### config.mk
export PLATFORM = sky130hd
export DESIGN_NAME = ram_row_streamer
export DESIGN_NICKNAME = d
export VERILOG_FILES = /design/src/rtl/ram_row_streamer.sv
export SDC_FILE = /design/constraint.sdc
export NUM_CORES = 1
export LEC_CHECK = 0
export CAP_MARGIN = 0
export CORE_AREA = 10 10 106 108
export DETAILED_ROUTE_END_ITERATION = 10
export DIE_AREA = 0 0 116 118
export PLACE_DENSITY = 0.74
export SETUP_SLACK_MARGIN = 0.05
export SYNTH_ARGS = -nofsm -noshare
export SYNTH_HDL_FRONTEND = slang
export SYNTH_SLANG_ARGS = --single-unit
### constraint.sdc
create_clock -name clk -period 2.05 [get_ports clk]
set_clock_uncertainty 0.05 [all_clocks]
set_input_delay 0.41 -clock clk [delete_from_list [all_inputs] [get_ports clk]]
set_output_delay 0.41 -clock clk [all_outputs]
set_load 0.005 [all_outputs]
### src/rtl/ram_row_streamer.sv
// ram_row_streamer: reads image rows from the result RAM and streams them
// out LSB byte first over a valid/ready byte link. Optional ROW_HEADER_EN
// macro prefixes every row with a header byte {1'b1, row[6:0]}.
module ram_row_streamer #(
    parameter int DATA_W   = 64,
    parameter int ADDR_W   = 7,
    parameter int NUM_ROWS = 48
) (
    input  logic              clk,
    input  logic              rst,
    input  logic              start,
    input  logic [DATA_W-1:0] ram_rdata,
    output logic [ADDR_W-1:0] ram_raddr,
    output logic              ram_read_request,
    output logic [7:0]        tx_data,
    output logic              tx_valid,
    input  logic              tx_ready,
    output logic              busy,
    output logic              done
);

    localparam int NB  = DATA_W / 8;
    localparam int BCW = (NB > 1) ? $clog2(NB) : 1;

    localparam logic [BCW-1:0]    LAST_B   = BCW'(NB - 1);
    localparam logic [ADDR_W-1:0] LAST_ROW = ADDR_W'(NUM_ROWS - 1);

`ifdef ROW_HEADER_EN
    localparam bit HDR_EN = 1'b1;
`else
    localparam bit HDR_EN = 1'b0;
`endif

    typedef enum logic [2:0] {
        S_IDLE,
        S_REQ,
        S_CAPT,
        S_SEND,
        S_FIN
    } state_t;

    state_t            state;
    logic [ADDR_W-1:0] row;
    logic [BCW-1:0]    byte_cnt;
    logic [DATA_W-1:0] shift;
    logic              hdr;

    logic [DATA_W-1:0] shift_nxt;
    logic [6:0]        row7;
    logic [7:0]        hdr_byte;

    assign shift_nxt = shift >> 8;
    assign row7      = 7'(row);
    assign hdr_byte  = {1'b1, row7};
    assign busy      = (state != S_IDLE);

    // Row sequencer: request, capture, then drain one byte per handshake.
    always_ff @(posedge clk) begin
        if (rst) begin
            state            <= S_IDLE;
            row              <= '0;
            byte_cnt         <= '0;
            shift            <= '0;
            hdr              <= 1'b0;
            ram_raddr        <= '0;
            ram_read_request <= 1'b0;
            tx_data          <= '0;
            tx_valid         <= 1'b0;
            done             <= 1'b0;
        end else begin
            ram_read_request <= 1'b0;
            done             <= 1'b0;
            unique case (state)
                S_IDLE: begin
                    if (start) begin
                        row              <= '0;
                        ram_raddr        <= '0;
                        ram_read_request <= 1'b1;
                        state            <= S_REQ;
                    end
                end
                S_REQ: begin
                    state <= S_CAPT;
                end
                S_CAPT: begin
                    shift    <= ram_rdata;
                    byte_cnt <= '0;
                    hdr      <= HDR_EN;
                    tx_valid <= 1'b1;
                    tx_data  <= HDR_EN ? hdr_byte : ram_rdata[7:0];
                    state    <= S_SEND;
                end
                S_SEND: begin
                    if (tx_ready) begin
                        if (hdr) begin
                            hdr     <= 1'b0;
                            tx_data <= shift[7:0];
                        end else if (byte_cnt == LAST_B) begin
                            // Last byte of the row: counter stays put, no wrap.
                            tx_valid <= 1'b0;
                            if (row == LAST_ROW) begin
                                done  <= 1'b1;
                                state <= S_FIN;
                            end else begin
                                row              <= row + 1'b1;
                                ram_raddr        <= row + 1'b1;
                                ram_read_request <= 1'b1;
                                state            <= S_REQ;
                            end
                        end else begin
                            shift    <= shift_nxt;
                            tx_data  <= shift_nxt[7:0];
                            byte_cnt <= byte_cnt + 1'b1;
                        end
                    end
                end
                S_FIN: begin
                    state <= S_IDLE;
                end
                default: begin
                    state <= S_IDLE;
                end
            endcase
        end
    end

endmodule

Yosys cells after proc, flatten, opt, wreduce, memory -nomap -nowiden
Cells that the tools add are included.

storage, ports and cells
  memory bits (writable) = 0
  output and inout port bits = 19
  latch bits = 0
  register bits = 89
  logic and storage cells = 74
  bits in read-only memories = 0
  input port bits = 68
  memories kept = 0

cells by class
  equal/unequal tests = 12
  add/sub/neg operators = 2
  bitwise logic cells = 3
  div/mod/pow operators = 0
  reduce and logical (&&, ||, !) cells = 11
  shifts and indexed selects = 0
  multipliers = 0
  order comparisons = 0
  mux-type cells = 37

operator list
  kind                                           number
  two-way mux 64 bit                             3
  case mux 64 bit (2 select lines)               1
  two-way mux 7 bit                              5
  two-way mux 3 bit                              8
  two-way mux 8 bit                              3
  case mux 8 bit (2 select lines)                1
  case mux 7 bit (2 select lines)                1
  inequality test 2 bit, second input constant   6
  case mux 3 bit (4 select lines)                1
  AND reduction 4 bit                            3
  two-way mux 1 bit                              10
  adder 7 x 1 -> 7 bit, second input constant    1
  == test 7 x 6 -> 1 bit, second input constant  1
  == test 3 x 2 -> 1 bit, second input constant  2
  case mux 1 bit (2 select lines)                3
  case mux 3 bit (2 select lines)                1
  AND reduction 6 bit                            1
  OR reduction 5 bit                             1
  nonzero test 2 bit                             2
  adder 3 x 1 -> 3 bit, second input constant    1
  == test 3 x 1 -> 1 bit, second input constant  1
  == test 3 bit, second input constant           1
  logical NOT 3 bit                              1
  inequality test 3 bit, second input constant   1
  other kinds (4)                                6

Logic depth before layout (Yosys ltp)
  word-level depth = 6
  depth in mapped cells = 8
  mapped depth without buffers = 6

Worst setup path before layout
No wires, ideal clock.

  path kind = register to register
  start = reg byte_cnt[0]
  end = reg shift[13]
  cell stages (with the launch flop) = 9
  required time = 1909 ps
  path slack = 310 ps
  arrival = 1599 ps
  buffers on the path = 2
  clock period less this slack = 1740 ps
  setup time = 91 ps
  cell sequence = dfxtp_1 -> ha_1 -> ha_1 -> nand2b_1 -> a21oi_2 -> buf_4 -> buf_6 -> nor2_1 -> a311oi_1

on the way
  word-level cells in the longest chain between the ends = 3

RTL lines
  element                          line  source
  start, declared                  44    logic [BCW-1:0] byte_cnt;
  start signal, assigned           113   byte_cnt <= byte_cnt + 1'b1;
  == test 3 bit                    98    end else if (byte_cnt == LAST_B) begin
  inequality test 2 bit (no line)  -
  AND reduction 4 bit (no line)    -
  end signal, assigned             86    shift <= ram_rdata;
  end signal, assigned             111   shift <= shift_nxt;
  end, declared                    45    logic [DATA_W-1:0] shift;

No other way between the ends.
A chain may end at the register's enable or synchronous reset.

Final worst setup path
  start = reg state[0]
  end = out busy

on the way
  word-level cells in the longest chain between the ends = 1

RTL lines
  element                 line  source
  start, declared         42    state_t state;
  start signal, assigned  60    state <= S_IDLE;
  start signal, assigned  79    state <= S_REQ;
  start signal, assigned  83    state <= S_CAPT;
  nonzero test 3 bit      55    assign busy = (state != S_IDLE);
  end, declared           18    output logic busy,

No other way between the ends.

==> flow_metrics.tcl <==
set metrics [dict create \
    status "finished, final reports clean" \
    irDropWorstVdd_mv 0.366 \
    nets 580 \
    start_kind "flip-flop" \
    num_vias 3362 \
    htreeDepth 3 \
    final_cell_area_sq_um 4770 \
    drive_gt1_share_pct 10.3 \
    synth.distinct_cells 40 \
    finalPower_w 0.00356 \
    crit_arrival_ns 1.44 \
    drtIter0Drc 208 \
    slew_headroom_pct 63.0 \
    pwr-share-clk_pct 31.5 \
    die_x_um 116 \
    fp-row-count 35 \
    hold_end "ram_read_request" \
    syn2layout_area_growth_pct 34.2 \
    drc 0 \
    portBuffers 86 \
    worst-setup-path-type "reg -> out" \
    power.leakage_nw 1.78 \
    antennaDiodeCount 0 \
    design.core.area_sq_um 9110 \
    final_cells 625 \
    antenna_left 0 \
    dieArea_sq_um 13700 \
    final_common_cell "nand2_1" \
    power_switching_w 0.00103 \
    grt_pass1_vias 3158 \
    syn-num-nets 508 \
    synth_seq_cells 80 \
    ys_seq_area_share_pct 45.0 \
    r2r_slack_ns 0.15 \
    dp_cells 603 \
    chipHeight_um 118 \
    rr_startpoint "byte_cnt[0]" \
    crit_fanout 9 \
    start_util_pct 39.0 \
    synth_compound_area_share_pct 20.3 \
    reg2reg_depth 8 \
    antenna_found_initial 0 \
    overflow 0 \
    tritoncts "yes" \
    muxShareOfSynthArea_pct 0.281 \
    grtUsageTotal_pct 13.7 \
    max_freq_mhz 525 \
    syn_inst 437 \
    synth_xor_area_share_pct 0 \
    comb_power_share_pct 19.1 \
    clock_sinks 80 \
    gp_congestion 0.778 \
    timing.final.crit_share_pct 92.9 \
    setup_tns_ns 0 \
    fin_ws_ns 0.145 \
    power.density_nw_per_um2 746 \
    rsz0062_at_grt "no" \
    synth-simple-area-share_pct 26.0 \
    period_needed_ns 1.90 \
    clockRootBuffer "clkbuf_8" \
    hold_path.class "in -> reg" \
    required_ns 1.59 \
    drv_cap 0 \
    synth_top_family_by_area "simple AND/OR/NAND/NOR gates" \
    dpl_cell_area_sq_um 4440 \
    viasPerCell 5.38 \
    cts_made_buffers 9 \
    clk_pin_slew_ns 0.09 \
    endpoint_kind "primary output" \
    layout_common_cells "nand2_1 (120), clkdlybuf4s50_1 (85), dfxtp_1 (77)" \
    cp-startpoint "state[0]" \
    finalMaxSlewViolations 0 \
    switching_share_pct 28.9 \
    ios 87 \
    post_drt_wl_per_cell_um 16.1 \
    grt_pass1_wl_um 15400 \
    worstReg2RegEnd "shift[8]" \
    clk_path_buf_depth 2 \
    dr.pass1.iters 4 \
    power_frac_seq_pct 49.4 \
    grt_max_degree 44 \
    wirelength_um 10000 \
    hold_depth 2 \
    setup_viol 0 \
    dp_slack_ns -0.0258 \
    syn_area_sq_um 3560 \
    hold_viol 0 \
    synth_adder_area_share_pct 1.06 \
    p_int_w 0.00253 \
    clk_latency_ns 0.35 \
    ys_warn_count 0 \
    syn_avg_cell_area_sq_um 8.14 \
    hold_path.startpoint "rst" \
    worstMarginPinSlew_ns 0.553 \
    place_hpwl_um 7030 \
]
-- metrics by stage --
| step | utilization [%] | hold slack (ns) |
|---|---|---|
| after floorplan | - | 0.386 |
| after global placement | 48.8 | 0.393 |
| after detailed placement | 48.8 | 0.404 |
| after CTS | 50.8 | 0.317 |
| after global routing | 52.4 | 0.336 |
| final | 52.4 | 0.317 |
-- cell usage after synthesis, drive strengths merged --
master | n | area share (%)
o221ai | 2 | 0.49
o211ai | 2 | 1.2
and4 | 1 | 0.32
a2bb2oi | 2 | 0.49
nand3 | 6 | 0.99
clkbuf | 12 | 1.3
nor2 | 71 | 7.7
or3 | 3 | 0.53
a22oi | 9 | 1.9
a21oi | 6 | 0.95
nand2 | 120 | 13
o21ai | 4 | 0.56
or3b | 2 | 0.56
nand3b | 1 | 0.56
dfxtp | 80 | 45
a311oi | 56 | 14
nand2b | 6 | 1.3
a21o | 1 | 0.21
inv | 6 | 0.63
o22ai | 2 | 0.35
nor3 | 1 | 0.14
mux2i | 1 | 0.28
ha | 3 | 1.1
and3 | 1 | 0.18
a31oi | 1 | 0.18
a21boi | 1 | 0.21
or2 | 2 | 0.35
buf | 31 | 5.4
nor4 | 4 | 0.70
-- metal layers --
layer / vias up / track usage [%] / wire, um
met4: 0 / 4.93 / 149
li1: 1670 / - / -
met3: 10 / 3.01 / 580
met1: 1588 / 16.7 / 4360
met2: 94 / 22.8 / 4960
met5: - / 0 / 0
-- layout make-up --
| type | count | area, sq um |
|---|---|---|
| flip-flops and latches | 80 | 1610 |
| clock inverters | 6 | 50.0 |
| inverters | 6 | 22.5 |
| repair buffers | 104 | 1090 |
| clock buffers | 10 | 138 |
| well taps | 111 | 139 |
| fillers | 857 | 4340 |
| multi-input cells | 308 | 1720 |
-- power by group through the flow --
stage	combinational, W	clock [W]	sequential [W]
after floorplan	0.000393	0	0.00177
after global placement	0.000599	0	0.00179
after detailed placement	0.000619	0	0.00180
after CTS	0.000623	0.00115	0.00176
after global routing	0.000751	0.00120	0.00178
final	0.000680	0.00112	0.00176
-- worst max-delay path, cell delays in order, from the launching register on --
cell and delay [ns]:
dfxtp_4 0.40, nor2_2 0.16, nand2_1 0.08, clkdlybuf4s50_1 0.46
-- registers in the layout, indices dropped and copies added, names as in the netlist --
| register | cells |
|---|---|
| done | 1 |
| row | 7 |
| byte_cnt | 3 |
| ram_read_request | 1 |
| shift | 57 |
| tx_data | 7 |
| state | 3 |
| tx_valid | 1 |
-- kinds of logic (layout without fill, tap and decap cells) --
kind of cell / Yosys count / in the layout
simple gates: 218 / 218
compound gates: 86 / 86
flops: 80 / 80
buf+inv: 49 / 126
fa+ha+maj: 3 / 3
mux: 1 / 1
-- how the worst max path moves through the flow --
| stage | to | slack, ns | depth (start not counted) |
|---|---|---|---|
| detailed placement | tx_data[1] | -0.03 | 6 |
| floorplan | shift[13] | 0.31 | 8 |
| CTS | tx_data[1] | 0.05 | 7 |
| global route | shift[43] | 0.08 | 8 |
| finish | busy | 0.15 | 3 |
| global placement | row[2] | 0.07 | 6 |
-- timing repair --
item | CTS | global route
resized for setup | 2 | 8
pin swaps | 0 | 2
hold buffers | 0 | 0
buffers inserted | 0 | 3
endpoints found under the setup margin | 1 | 57
cloned | 0 | 3
(Power assumes the default switching activity.)
